==> src/rtl/jk_pkg.sv <==
// Shared types for the JK command sequencer: operation encoding, FSM state and
// the JK next-state rule used to predict the downstream flip-flop.
package jk_pkg;

  typedef enum logic [1:0] {
    JK_HOLD   = 2'b00,
    JK_RESET  = 2'b01,
    JK_SET    = 2'b10,
    JK_TOGGLE = 2'b11
  } jk_op_e;

  typedef logic [0:0] seq_state_t;

  localparam seq_state_t ST_IDLE = 1'b0;
  localparam seq_state_t ST_RUN  = 1'b1;

  // Queued command payload is {op, len}.
  localparam int CMD_W = 6;

  function automatic logic jk_next(input logic q, input logic [1:0] jk);
    logic nq;
    nq = q;
    case (jk)
      2'b01:   nq = 1'b0;
      2'b10:   nq = 1'b1;
      2'b11:   nq = ~q;
      default: nq = q;
    endcase
    return nq;
  endfunction

endpackage

==> src/rtl/jk_cmd_fifo.sv <==
// Synchronous command FIFO holding {op,len}; flush empties it on the next edge
// and discards any push offered on that edge.
module jk_cmd_fifo
  import jk_pkg::*;
#(
  parameter int DEPTH = 4
) (
  input  logic                     clk,
  input  logic                     rst,
  input  logic                     flush,
  input  logic                     push,
  input  logic [CMD_W-1:0]         push_data,
  input  logic                     pop,
  output logic [CMD_W-1:0]         pop_data,
  output logic [$clog2(DEPTH):0]   level,
  output logic                     full,
  output logic                     empty
);

  localparam int AW = $clog2(DEPTH);

  logic [CMD_W-1:0] mem [DEPTH];
  logic [AW-1:0]    wr_ptr;
  logic [AW-1:0]    rd_ptr;
  logic             push_ok;
  logic             pop_ok;

  assign full     = (level == (AW+1)'(DEPTH));
  assign empty    = (level == '0);
  assign push_ok  = push & ~full & ~flush;
  assign pop_ok   = pop & ~empty & ~flush;
  assign pop_data = mem[rd_ptr];

  // DEPTH is a power of two, so the pointers wrap on their own.
  always_ff @(posedge clk or posedge rst) begin
    if (rst) begin
      wr_ptr <= '0;
      rd_ptr <= '0;
      level  <= '0;
    end else if (flush) begin
      wr_ptr <= '0;
      rd_ptr <= '0;
      level  <= '0;
    end else begin
      if (push_ok) wr_ptr <= wr_ptr + 1'b1;
      if (pop_ok)  rd_ptr <= rd_ptr + 1'b1;
      level <= level + (AW+1)'(push_ok) - (AW+1)'(pop_ok);
    end
  end

  always_ff @(posedge clk) begin
    if (push_ok) mem[wr_ptr] <= push_data;
  end

endmodule

==> src/rtl/jk_cmd_sequencer.sv <==
// Queues JK commands and drives j/k for len+1 cycles each, back to back,
// while tracking the predicted state of the downstream JK flip-flop.
module jk_cmd_sequencer
  import jk_pkg::*;
#(
  parameter int DEPTH = 4
) (
  input  logic                   clk,
  input  logic                   rst,
  input  logic                   cmd_valid,
  output logic                   cmd_ready,
  input  logic [1:0]             cmd_op,
  input  logic [3:0]             cmd_len,
  input  logic                   flush,
  output logic                   j,
  output logic                   k,
  output logic                   busy,
  output logic                   done,
  output logic                   q_model,
  output logic [$clog2(DEPTH):0] level
);

  // Handshake: a command transfers on a rising edge where cmd_valid and
  // cmd_ready are both high; the master holds cmd_op/cmd_len until then.
  // cmd_ready depends only on FIFO occupancy and flush, never on this cycle's pop.

  seq_state_t         state;
  jk_op_e             op_r;
  logic [3:0]         count;
  logic               full;
  logic               empty;
  logic               push;
  logic               pop;
  logic               last;
  logic [CMD_W-1:0]   head;

  assign cmd_ready = ~full & ~flush;
  assign push      = cmd_valid & cmd_ready;
  assign last      = (state == ST_RUN) && (count == 4'd0);
  assign pop       = ~flush & ~empty & ((state == ST_IDLE) | last);

  assign busy = (state == ST_RUN);
  assign j    = busy & op_r[1];
  assign k    = busy & op_r[0];

  jk_cmd_fifo #(.DEPTH(DEPTH)) u_fifo (
    .clk       (clk),
    .rst       (rst),
    .flush     (flush),
    .push      (push),
    .push_data ({cmd_op, cmd_len}),
    .pop       (pop),
    .pop_data  (head),
    .level     (level),
    .full      (full),
    .empty     (empty)
  );

  always_ff @(posedge clk or posedge rst) begin
    if (rst) begin
      state   <= ST_IDLE;
      op_r    <= JK_HOLD;
      count   <= 4'd0;
      done    <= 1'b0;
      q_model <= 1'b0;
    end else begin
      // The prediction follows whatever j/k are on the wire, flush or not.
      q_model <= jk_next(q_model, {j, k});
      done    <= 1'b0;
      if (flush) begin
        state <= ST_IDLE;
        count <= 4'd0;
      end else if (pop) begin
        state <= ST_RUN;
        op_r  <= jk_op_e'(head[5:4]);
        count <= head[3:0];
        done  <= last;
      end else if (last) begin
        state <= ST_IDLE;
        done  <= 1'b1;
      end else if (state == ST_RUN) begin
        count <= count - 4'd1;
      end
    end
  end

endmodule

==> config.mk <==
export PLATFORM = sky130hd
export DESIGN_NAME = jk_cmd_sequencer
export DESIGN_NICKNAME = d
export VERILOG_FILES = /design/src/rtl/jk_pkg.sv /design/src/rtl/jk_cmd_fifo.sv /design/src/rtl/jk_cmd_sequencer.sv
export SDC_FILE = /design/constraint.sdc
export NUM_CORES = 1
export LEC_CHECK = 0
export ABC_AREA = 1
export BUFFER_PORTS_ARGS = -buffer_cell sky130_fd_sc_hd__buf_2
export CAP_MARGIN = 20
export CORE_MARGIN = 8
export CORE_UTILIZATION = 60
export CTS_CLUSTER_SIZE = 25
export DETAILED_ROUTE_END_ITERATION = 12
export GPL_TIMING_DRIVEN = 0
export PLACE_DENSITY_LB_ADDON = 0.08
export SLEW_MARGIN = 20
export SYNTH_ARGS = -nofsm -noshare
export SYNTH_HDL_FRONTEND = slang
export SYNTH_SLANG_ARGS = --single-unit
==> constraint.sdc <==
create_clock -name clk -period 5 [get_ports clk]
set_clock_uncertainty 0.15 [all_clocks]
set_input_delay 1 -clock clk [delete_from_list [all_inputs] [get_ports clk]]
set_output_delay 1 -clock clk [all_outputs]
set_load 0.05 [all_outputs]
==> impl_metrics.json, run 1 <==
{
  "syn_inst": 192,
  "fin_crit_ns": 2.77,
  "cts.sinks": 40,
  "cts_root_buffer": "clkbuf_4",
  "drt_iter0_drc": 76,
  "area.growth.synth_to_final_pct": 11.7,
  "cts_tree": "yes",
  "utilization_pct": 70.4,
  "cp_max_fo": 7,
  "ctsHoldBuffers": 0,
  "dp_hpwl_mm": 2.59,
  "io_pins": 19,
  "worst_slack_ns": 2.23,
  "peakVddDrop_uv": 375,
  "maxCapViolations": 0,
  "hold_viol_final": 0,
  "leakagePower_nw": 1.00,
  "drive_gt1_share_pct": 22.5,
  "antenna_found_initial": 0,
  "path_class": "in -> out",
  "layout_worst_path_cycle_share_pct": 55.3,
  "grt.total_usage_pct": 14.1,
  "place_area_mm2": 0.00207,
  "vias": 1334,
  "wirelength_mm": 3.46,
  "cellPowerDensity_mw_per_mm2": 589,
  "mostFrequentLayoutCells": "nand2_1 (47), edfxtp_1 (24), inv_1 (21)",
  "die_width_um": 72.6,
  "clkSlewWorstSetupHoldPaths_ns": 0.11,
  "final_common_cell": "nand2_1",
  "postLayoutCellArea_mm2": 0.00215,
  "yosys_warnings": 0,
  "core_area_mm2": 0.00305,
  "start_kind": "primary input",
  "cts_made_buffers": 5,
  "fillers": 249,
  "crit_required_ns": 3.85,
  "n_antenna_cell": 0,
  "ant_nets": 0,
  "setup_tns_ns": 0,
  "cts_resized": 0,
  "syn_area_mm2": 0.00192,
  "die_area_mm2": 0.00527,
  "synth-seq-area-share_pct": 58.3,
  "worstPathArrival_ns": 1.62,
  "h-tree-depth": 2,
  "grt_pass1_vias": 1282,
  "crit_path_end_kind": "output port",
  "status": "finished, final reports clean",
  "gp_congestion": 0.799,
  "tightest_slew_ns": 0.633,
  "initial_core_util_pct": 63.0,
  "layout.nets": 235,
  "whs_ns": 0.350,
  "fmax_mhz": 362,
  "worst-r2r-setup-slack_ns": 2.54,
  "grt_pass1_wl_mm": 5.60,
  "syn-num-nets": 210,
  "maxSlewViolCount": 0,
  "syn_area_per_cell_um2": 10.0,
  "port_buffers": 18,
  "slew_headroom_pct": 57.7,
  "rsz0062_at_grt": "false",
  "pre_cts_slack_ns": 2.05,
  "post_cts_buffers": 0,
  "synth.distinct_cells": 27,
  "remaining_drc_errors": 0,
  "grt-ovfl-total": 0,
  "clk_path_buf_depth": 2,
  "drt-vias-per-instance": 5.09,
  "setup_violations": 0,
  "hp-class": "reg -> reg",
  "dr.pass1.iters": 4,
  "ys_seq_elements": 40,
  "die_h_um": 72.6,
  "wl_per_cell_um": 13.2,
  "grt_max_degree": 17,
  "insertion_delay_ns": 0.35,
  "rows": 20
}
-- sequential cells by signal (all words and copies together), names as in the netlist --
name,flops
done,1
u_fifo.rd_ptr,2
q_model,1
count,4
u_fifo.wr_ptr,2
op_r,2
u_fifo.level,3
busy,1
u_fifo.mem,24
-- metal layers --
metal  track usage [%]  share of wire (%)  wire [µm]  up-vias
met1              16.4                 44       1540      625
met5                 0                  0          0        -
met2              22.6                 48       1660       28
met3              4.81                5.4        187        8
li1                  -                  -          -      673
met4              6.67                2.0         68        0
-- worst max-delay path: stages --
cell,delay (ns)
buf_2,0.16
a21oi_2,0.16
buf_2,0.29
-- cell type report --
cell class	count	area [µm²]	share of cell area, %
flip-flops and latches	40	1120	52.2
clock buffers	5	37.5	1.75
clock inverters	3	42.5	1.98
inverters	26	100	4.66
repair buffers	18	90.1	4.19
plain buffers	2	22.5	1.05
well taps	44	55.1	2.56
multi-input cells	124	679	31.6
-- cell families after synthesis --
| logic type | Yosys count | synth area share, % |
|---|---|---|
| AND/OR/NAND/NOR | 98 | 24.0 |
| flip-flops | 40 | 58.3 |
| buffers and inverters | 28 | 6.38 |
| AO/OA/AOI/OAI | 18 | 5.73 |
| adder cells (fa/ha/maj) | 8 | 5.60 |
-- report_power, final --
part	leakage [nW]	internal, mW	switching [mW]
logic	0.535	0.190	0.390
clock network	0.0412	0.104	0.105
registers	0.425	0.417	0.0599
total	1.00	0.710	0.555
-- Yosys cell counts --
cell	count	share of area, %
nand2_1	47	9.2
edfxtp_1	24	37
inv_1	21	4.1
nor2_1	19	3.7
dfrtp_1	16	21
nand3_1	15	3.9
ha_1	7	4.6
o21ai_1	6	1.6
nand2_2	5	1.6
o21ai_0	5	1.3
inv_2	4	0.78
a21oi_2	3	1.4
nand2_4	3	1.8
buf_6	2	1.2
o22ai_1	2	0.65
or2_0	2	0.65
a21boi_2	1	0.59
a21oi_1	1	0.26
and3_1	1	0.33
fa_1	1	1.0
inv_4	1	0.33
nand4_1	1	0.33
nor2_2	1	0.33
nor2_4	1	0.59
nor2_8	1	1.0
nor3_1	1	0.26
or2_2	1	0.33
-- worst paths after layout --
kind | startpoint | endpoint | cells after the start
setup / recovery | flush | cmd_ready | 3
hold / removal | op_r[0] | op_r[0] | 2
setup reg to reg | count[0] | u_fifo.level[2] | 11
hold reg to reg | op_r[0] | op_r[0] | 2
max in group asynchronous | rst | u_fifo.rd_ptr[0] | 2
min in group asynchronous | rst | count[2] | 2
-- stage by stage --
step,power [mW],std cells
3_5_place_dp,1.07,254
5_1_grt,1.36,262
3_3_place_gp,1.04,254
4_1_cts,1.27,262
2_1_floorplan,0.938,192
6_report,1.27,262
Note: power is estimated with default switching activity, not from simulation.
==> run 2, diff against run 1 <==
- ABC_AREA: 1 -> 0
- CORE_UTILIZATION: 60 -> 57
- clock period: 5 -> 2.8 ns (I/O delays scaled with it)
==> impl_metrics.json, run 2 <==
{
  "status": "finished, final reports clean",
  "maxSlewViolCount": 0,
  "largest_register_ffs": 24,
  "n_antenna_cell": 0,
  "swShare_pct": 39.0,
  "crit_path_end_kind": "flop",
  "dr.pass1.iters": 4,
  "critPathTopFamily": "adder cells",
  "pre_cts_slack_ns": -0.00175,
  "cp_slowest_cell": "dfrtp_1",
  "fmax_mhz": 372,
  "mostFrequentLayoutCells": "edfxtp_1 (24), buf_2 (19), dfrtp_1 (16)",
  "die_width_um": 72.8,
  "clkSlewWorstSetupHoldPaths_ns": 0.11,
  "insertion_delay_ns": 0.35,
  "initial_core_util_pct": 60.3,
  "yosys.area.top_type": "edfxtp_1",
  "grt_max_degree": 17,
  "synth.most_common_cell": "edfxtp_1",
  "vias": 1062,
  "io_pins": 19,
  "switching_power_mw": 0.880,
  "final_common_cell": "edfxtp_1",
  "cts_made_buffers": 5,
  "fin_crit_ns": 2.69,
  "tightest_slew_ns": 0.615,
  "start_kind": "flop",
  "hp-class": "in -> async",
  "h-tree-depth": 2,
  "syn_area_mm2": 0.00184,
  "grt_pass1_vias": 1042,
  "drt_iter0_drc": 71,
  "cp_slowest_stage_delay_ns": 0.47,
  "layout_worst_path_cycle_share_pct": 96.0,
  "syn_area_per_cell_um2": 14.3,
  "die_h_um": 72.8,
  "yosys_warnings": 0,
  "cts.sinks": 40,
  "comb_power_share_pct": 46.6,
  "synth_top_area_share_pct": 39.1,
  "hold_viol_final": 0,
  "whs_ns": 0.113,
  "path_class": "reg -> reg",
  "top_regs": "u_fifo.mem (24), count (4), u_fifo.level (3)",
  "cellPowerDensity_mw_per_mm2": 1080,
  "grt.total_usage_pct": 13.1,
  "wirelength_mm": 3.05,
  "drive_gt1_share_pct": 30.4,
  "p_clk_share_pct": 16.8,
  "grt-ovfl-total": 0,
  "antenna_found_initial": 0,
  "cp_max_fo": 9,
  "slew_headroom_pct": 59.0,
  "ctsHoldBuffers": 0,
  "syn-num-nets": 147,
  "setup_violations": 0,
  "synth-seq-area-share_pct": 60.9,
  "cp_num_buf_inv": 3,
  "remaining_drc_errors": 0,
  "stdcell_count": 202,
  "gp_congestion": 0.803,
  "cts_root_buffer": "clkbuf_4",
  "dp_hpwl_mm": 2.16,
  "layout.nets": 175,
  "internal_power_mw": 1.38,
  "yosys-top-cells-area": "edfxtp_1 (39%), dfrtp_1 (22%), mux4_2 (7.3%)",
  "synth.distinct_cells": 36,
  "regMostFlops": "u_fifo.mem",
  "drt-vias-per-instance": 5.26,
  "cts_tree": "yes",
  "finalPower_mw": 2.26,
  "crit_chain": "or3_1, buf_4, o21ai_4, nor2_4, ha_1, inv_1, ha_1, inv_1, fa_1, xor2_1, xnor2_1, nor2_1",
  "ys_seq_elements": 40,
  "synthArstFlopShare_pct": 40.0,
  "worst_slack_ns": 0.111,
  "dp.cells": 190,
  "ys.flop_type": "edfxtp_1",
  "synth_edf_count": 24,
  "leakagePower_nw": 0.862,
  "area.growth.synth_to_final_pct": 14.0,
  "ant_nets": 0,
  "core_area_mm2": 0.00305,
  "maxCapViolations": 0,
  "seqPwrFrac_pct": 36.6,
  "rows": 20,
  "utilization_pct": 68.8,
  "die_area_mm2": 0.00531,
  "syn_inst": 129,
  "netlist_top_cells_count": "edfxtp_1 (24), dfrtp_1 (16), inv_1 (11)",
  "grt_pass1_wl_mm": 5.08,
  "peakVddDrop_uv": 663,
  "wl_per_cell_um": 15.1,
  "port_buffers": 17,
  "clk_path_buf_depth": 2,
  "crit_required_ns": 2.88,
  "worstPathArrival_ns": 2.77
}
## run 2: worst paths after layout
| path | slack (ns) | start | endpoint | cells past startpoint |
|---|---|---|---|---|
| setup / recovery | 0.11 | u_fifo.level[2] | u_fifo.level[2] | 12 |
| hold / removal | 0.11 | rst | count[2] | 2 |
| setup reg to reg | 0.11 | u_fifo.level[2] | u_fifo.level[2] | 12 |
| hold reg to reg | 0.32 | q_model | q_model | 1 |
| max in group asynchronous | 1.99 | rst | u_fifo.wr_ptr[0] | 2 |
| min in group clk | 0.26 | cmd_op[1] | u_fifo.mem[0][5] | 1 |
## run 2: per-stage QoR
stage / setup TNS (ns) / area, µm²
finish: 0 / 2100
global route: -0.00867 / 2100
CTS: 0 / 2070
detailed placement: -0.00175 / 1980
global placement: 0 / 1980
floorplan: 0 / 1840
## run 2: layout make-up
| class | count | area [µm²] |
|---|---|---|
| Timing Repair Buffer | 21 | 115 |
| Tap cell | 44 | 55.1 |
| Clock buffer | 5 | 37.5 |
| Inverter | 12 | 45.0 |
| Clock inverter | 3 | 47.5 |
| Fill cell | 220 | 953 |
| Sequential cell | 40 | 1120 |
| Buffer | 6 | 32.5 |
| Multi-Input combinational cell | 71 | 646 |
## run 2: power groups by stage
stage | Clock [mW] | Sequential, mW | Combinational [mW]
global route | 0.413 | 0.842 | 1.15
finish | 0.380 | 0.826 | 1.05
detailed placement | 0 | 0.839 | 0.983
floorplan | 0 | 0.942 | 0.688
global placement | 0 | 0.833 | 0.951
CTS | 0.393 | 0.828 | 1.01
## run 2: worst register-to-register path, stage by stage (launching register included)
cell     delay (ns)
dfrtp_1        0.47
or3_1          0.39
buf_4          0.19
o21ai_4        0.09
nor2_4         0.07
ha_1           0.27
inv_1          0.06
ha_1           0.13
inv_1          0.05
fa_1           0.37
xor2_1         0.17
xnor2_1        0.13
nor2_1         0.05
## run 2: layer usage
metal / up-vias / share of wire, % / global-route usage [%]
li1: 530 / - / -
met1: 505 / 42 / 14.1
met2: 19 / 50 / 21.8
met3: 8 / 5.8 / 4.81
met4: 0 / 2.7 / 7.33
met5: - / 0 / 0
## run 2: timing repair
item	in CTS	in global routing
setup buffers	1	3
endpoints found under the setup margin	1	1
pin swaps	0	1
gates resized for setup	0	1
## run 2: cell families (layout without fill, tap and decap cells)
kind of cell / count (synthesis) / count (layout) / share of synthesized area (%)
adders and majority gates: 8 / 8 / 5.84
muxes: 11 / 11 / 10.7
xor gates and xnor gates: 5 / 5 / 2.38
AOI/OAI and AO/OA: 17 / 17 / 6.73
DFF: 40 / 40 / 60.9
buffers and inverters: 18 / 47 / 4.21
and+or+nand+nor: 30 / 30 / 9.31
==> run 3, diff against run 2 <==
- PLACE_DENSITY: not set -> 0.83
- PLACE_DENSITY_LB_ADDON: 0.08 -> not set
==> impl_metrics.json, run 3 (same netlist as run 2, synthesis figures left out) <==
{
  "cts_root_buffer": "clkbuf_4",
  "area.growth.synth_to_final_pct": 15.4,
  "cellPowerDensity_mw_per_mm2": 1120,
  "clkSlewWorstSetupHoldPaths_ns": 0.11,
  "hp-class": "in -> async",
  "leakagePower_nw": 0.871,
  "path_class": "reg -> reg",
  "final_common_cell": "edfxtp_1",
  "cts_tree": "yes",
  "drt_iter0_drc": 89,
  "grt-ovfl-total": 0,
  "r2r-start": "u_fifo.level[2]",
  "cp_max_fo": 9,
  "internal_power_mw": 1.48,
  "mostFrequentLayoutCells": "edfxtp_1 (24), buf_2 (19), dfrtp_1 (14)",
  "whs_ns": 0.133,
  "fin_crit_ns": 2.66,
  "seqPwrFrac_pct": 34.8,
  "core_area_mm2": 0.00305,
  "io_pins": 19,
  "maxCapViolations": 0,
  "grt.total_usage_pct": 13.4,
  "status": "finished, final reports clean",
  "start_kind": "flop",
  "regMostFlops": "u_fifo.mem",
  "die_width_um": 72.8,
  "maxSlewViolCount": 0,
  "cts_made_buffers": 5,
  "clk_path_buf_depth": 2,
  "antenna_found_initial": 0,
  "insertion_delay_ns": 0.33,
  "swShare_pct": 37.8,
  "tightest_slew_ns": 0.628,
  "place_area_mm2": 0.00198,
  "r2r_end": "u_fifo.level[2]",
  "worst-r2r-setup-slack_ns": 0.14,
  "dp_hpwl_mm": 2.33,
  "postLayoutCellArea_mm2": 0.00213,
  "n_antenna_cell": 0,
  "grt_pass1_wl_mm": 5.27,
  "utilization_pct": 69.6,
  "drive_gt1_share_pct": 31.4,
  "cts.sinks": 40,
  "top_regs": "u_fifo.mem (24), count (4), u_fifo.level (3)",
  "switching_power_mw": 0.898,
  "worstPathArrival_ns": 2.72,
  "grt_max_degree": 17,
  "initial_core_util_pct": 60.3,
  "grt_pass1_vias": 1161,
  "wirelength_mm": 3.36,
  "remaining_drc_errors": 0,
  "p_clk_share_pct": 19.1,
  "stdcell_count": 203,
  "gp_congestion": 0.855,
  "die_h_um": 72.8,
  "hold_viol_final": 0,
  "fillers": 230,
  "peakVddDrop_uv": 537,
  "die_area_mm2": 0.00531,
  "layout_worst_path_cycle_share_pct": 94.9,
  "rows": 20,
  "layout.nets": 176,
  "reg2reg_depth": 12,
  "crit_path_end_kind": "flop",
  "port_buffers": 17,
  "setup_violations": 0,
  "fmax_mhz": 376,
  "slew_headroom_pct": 58.1,
  "dr.pass1.iters": 4,
  "comb_power_share_pct": 46.1,
  "ant_nets": 0,
  "wl_per_cell_um": 16.5,
  "vias": 1141,
  "largest_register_ffs": 24,
  "rsz0062_at_grt": "false",
  "dp.cells": 190,
  "crit_required_ns": 2.86,
  "drt-vias-per-instance": 5.62,
  "h-tree-depth": 2
}
## run 3: through the flow
step	power [mW]	setup WS (ns)	setup TNS, ns
2_1_floorplan	1.63	0.0151	0
3_3_place_gp	1.78	0.0917	0
3_5_place_dp	1.84	-0.0258	-0.0258
4_1_cts	2.32	0.0247	0
5_1_grt	2.51	0.00192	0
6_report	2.38	0.143	0
## run 3: final cells by class
class / instances / area [µm²] / area share [%]
sequential: 40 / 1120 / 52.9
multi-input combinational: 71 / 646 / 30.4
timing repair buffer: 22 / 123 / 5.77
clock inverter: 2 / 60.1 / 2.83
tap: 44 / 55.1 / 2.59
inverter: 12 / 45.0 / 2.12
clock buffer: 6 / 41.3 / 1.94
buffer: 6 / 32.5 / 1.53
## run 3: critical path, stage by stage, from the launching register on
cell and delay [ns]:
dfrtp_2 0.46, or3_1 0.35, buf_4 0.18, o21ai_4 0.08, nor2_4 0.06, ha_1 0.27, inv_1 0.06, ha_1 0.13
inv_1 0.05, fa_1 0.38, xor2_1 0.18, xnor2_1 0.14, nor2_1 0.05
## run 3: metal layers
metal  part of all wire (%)  GRT usage, %  vias to the layer above
met5                      0             0                        -
met4                    3.3          6.67                        0
met3                    5.1          4.26                       12
met2                     54          22.8                       36
met1                     37          14.7                      567
li1                       -             -                      526
## run 3: power by group through the flow
stage | clock [mW] | sequential [mW] | combinational, mW
CTS | 0.461 | 0.830 | 1.03
global route | 0.486 | 0.840 | 1.19
global placement | 0 | 0.833 | 0.944
detailed placement | 0 | 0.841 | 0.996
finish | 0.454 | 0.827 | 1.10
floorplan | 0 | 0.942 | 0.688
## run 3: timing repair
action                                  CTS  global route
gates resized for setup                   0             3
pin swaps                                 0             1
gates cloned                              0             0
endpoints found under the setup margin    1             1
hold buffers                              0             0
setup buffers                             1             4
## run 3: how the worst max path moves through the flow
| stage | to | start | cells after the start |
|---|---|---|---|
| floorplan | u_fifo.level[2] | u_fifo.level[2] | 12 |
| global placement | u_fifo.level[2] | count[0] | 13 |
| detailed placement | u_fifo.level[2] | count[0] | 13 |
| CTS | u_fifo.level[2] | count[0] | 13 |
| global route | u_fifo.level[2] | u_fifo.level[2] | 12 |
| finish | u_fifo.level[2] | u_fifo.level[2] | 12 |
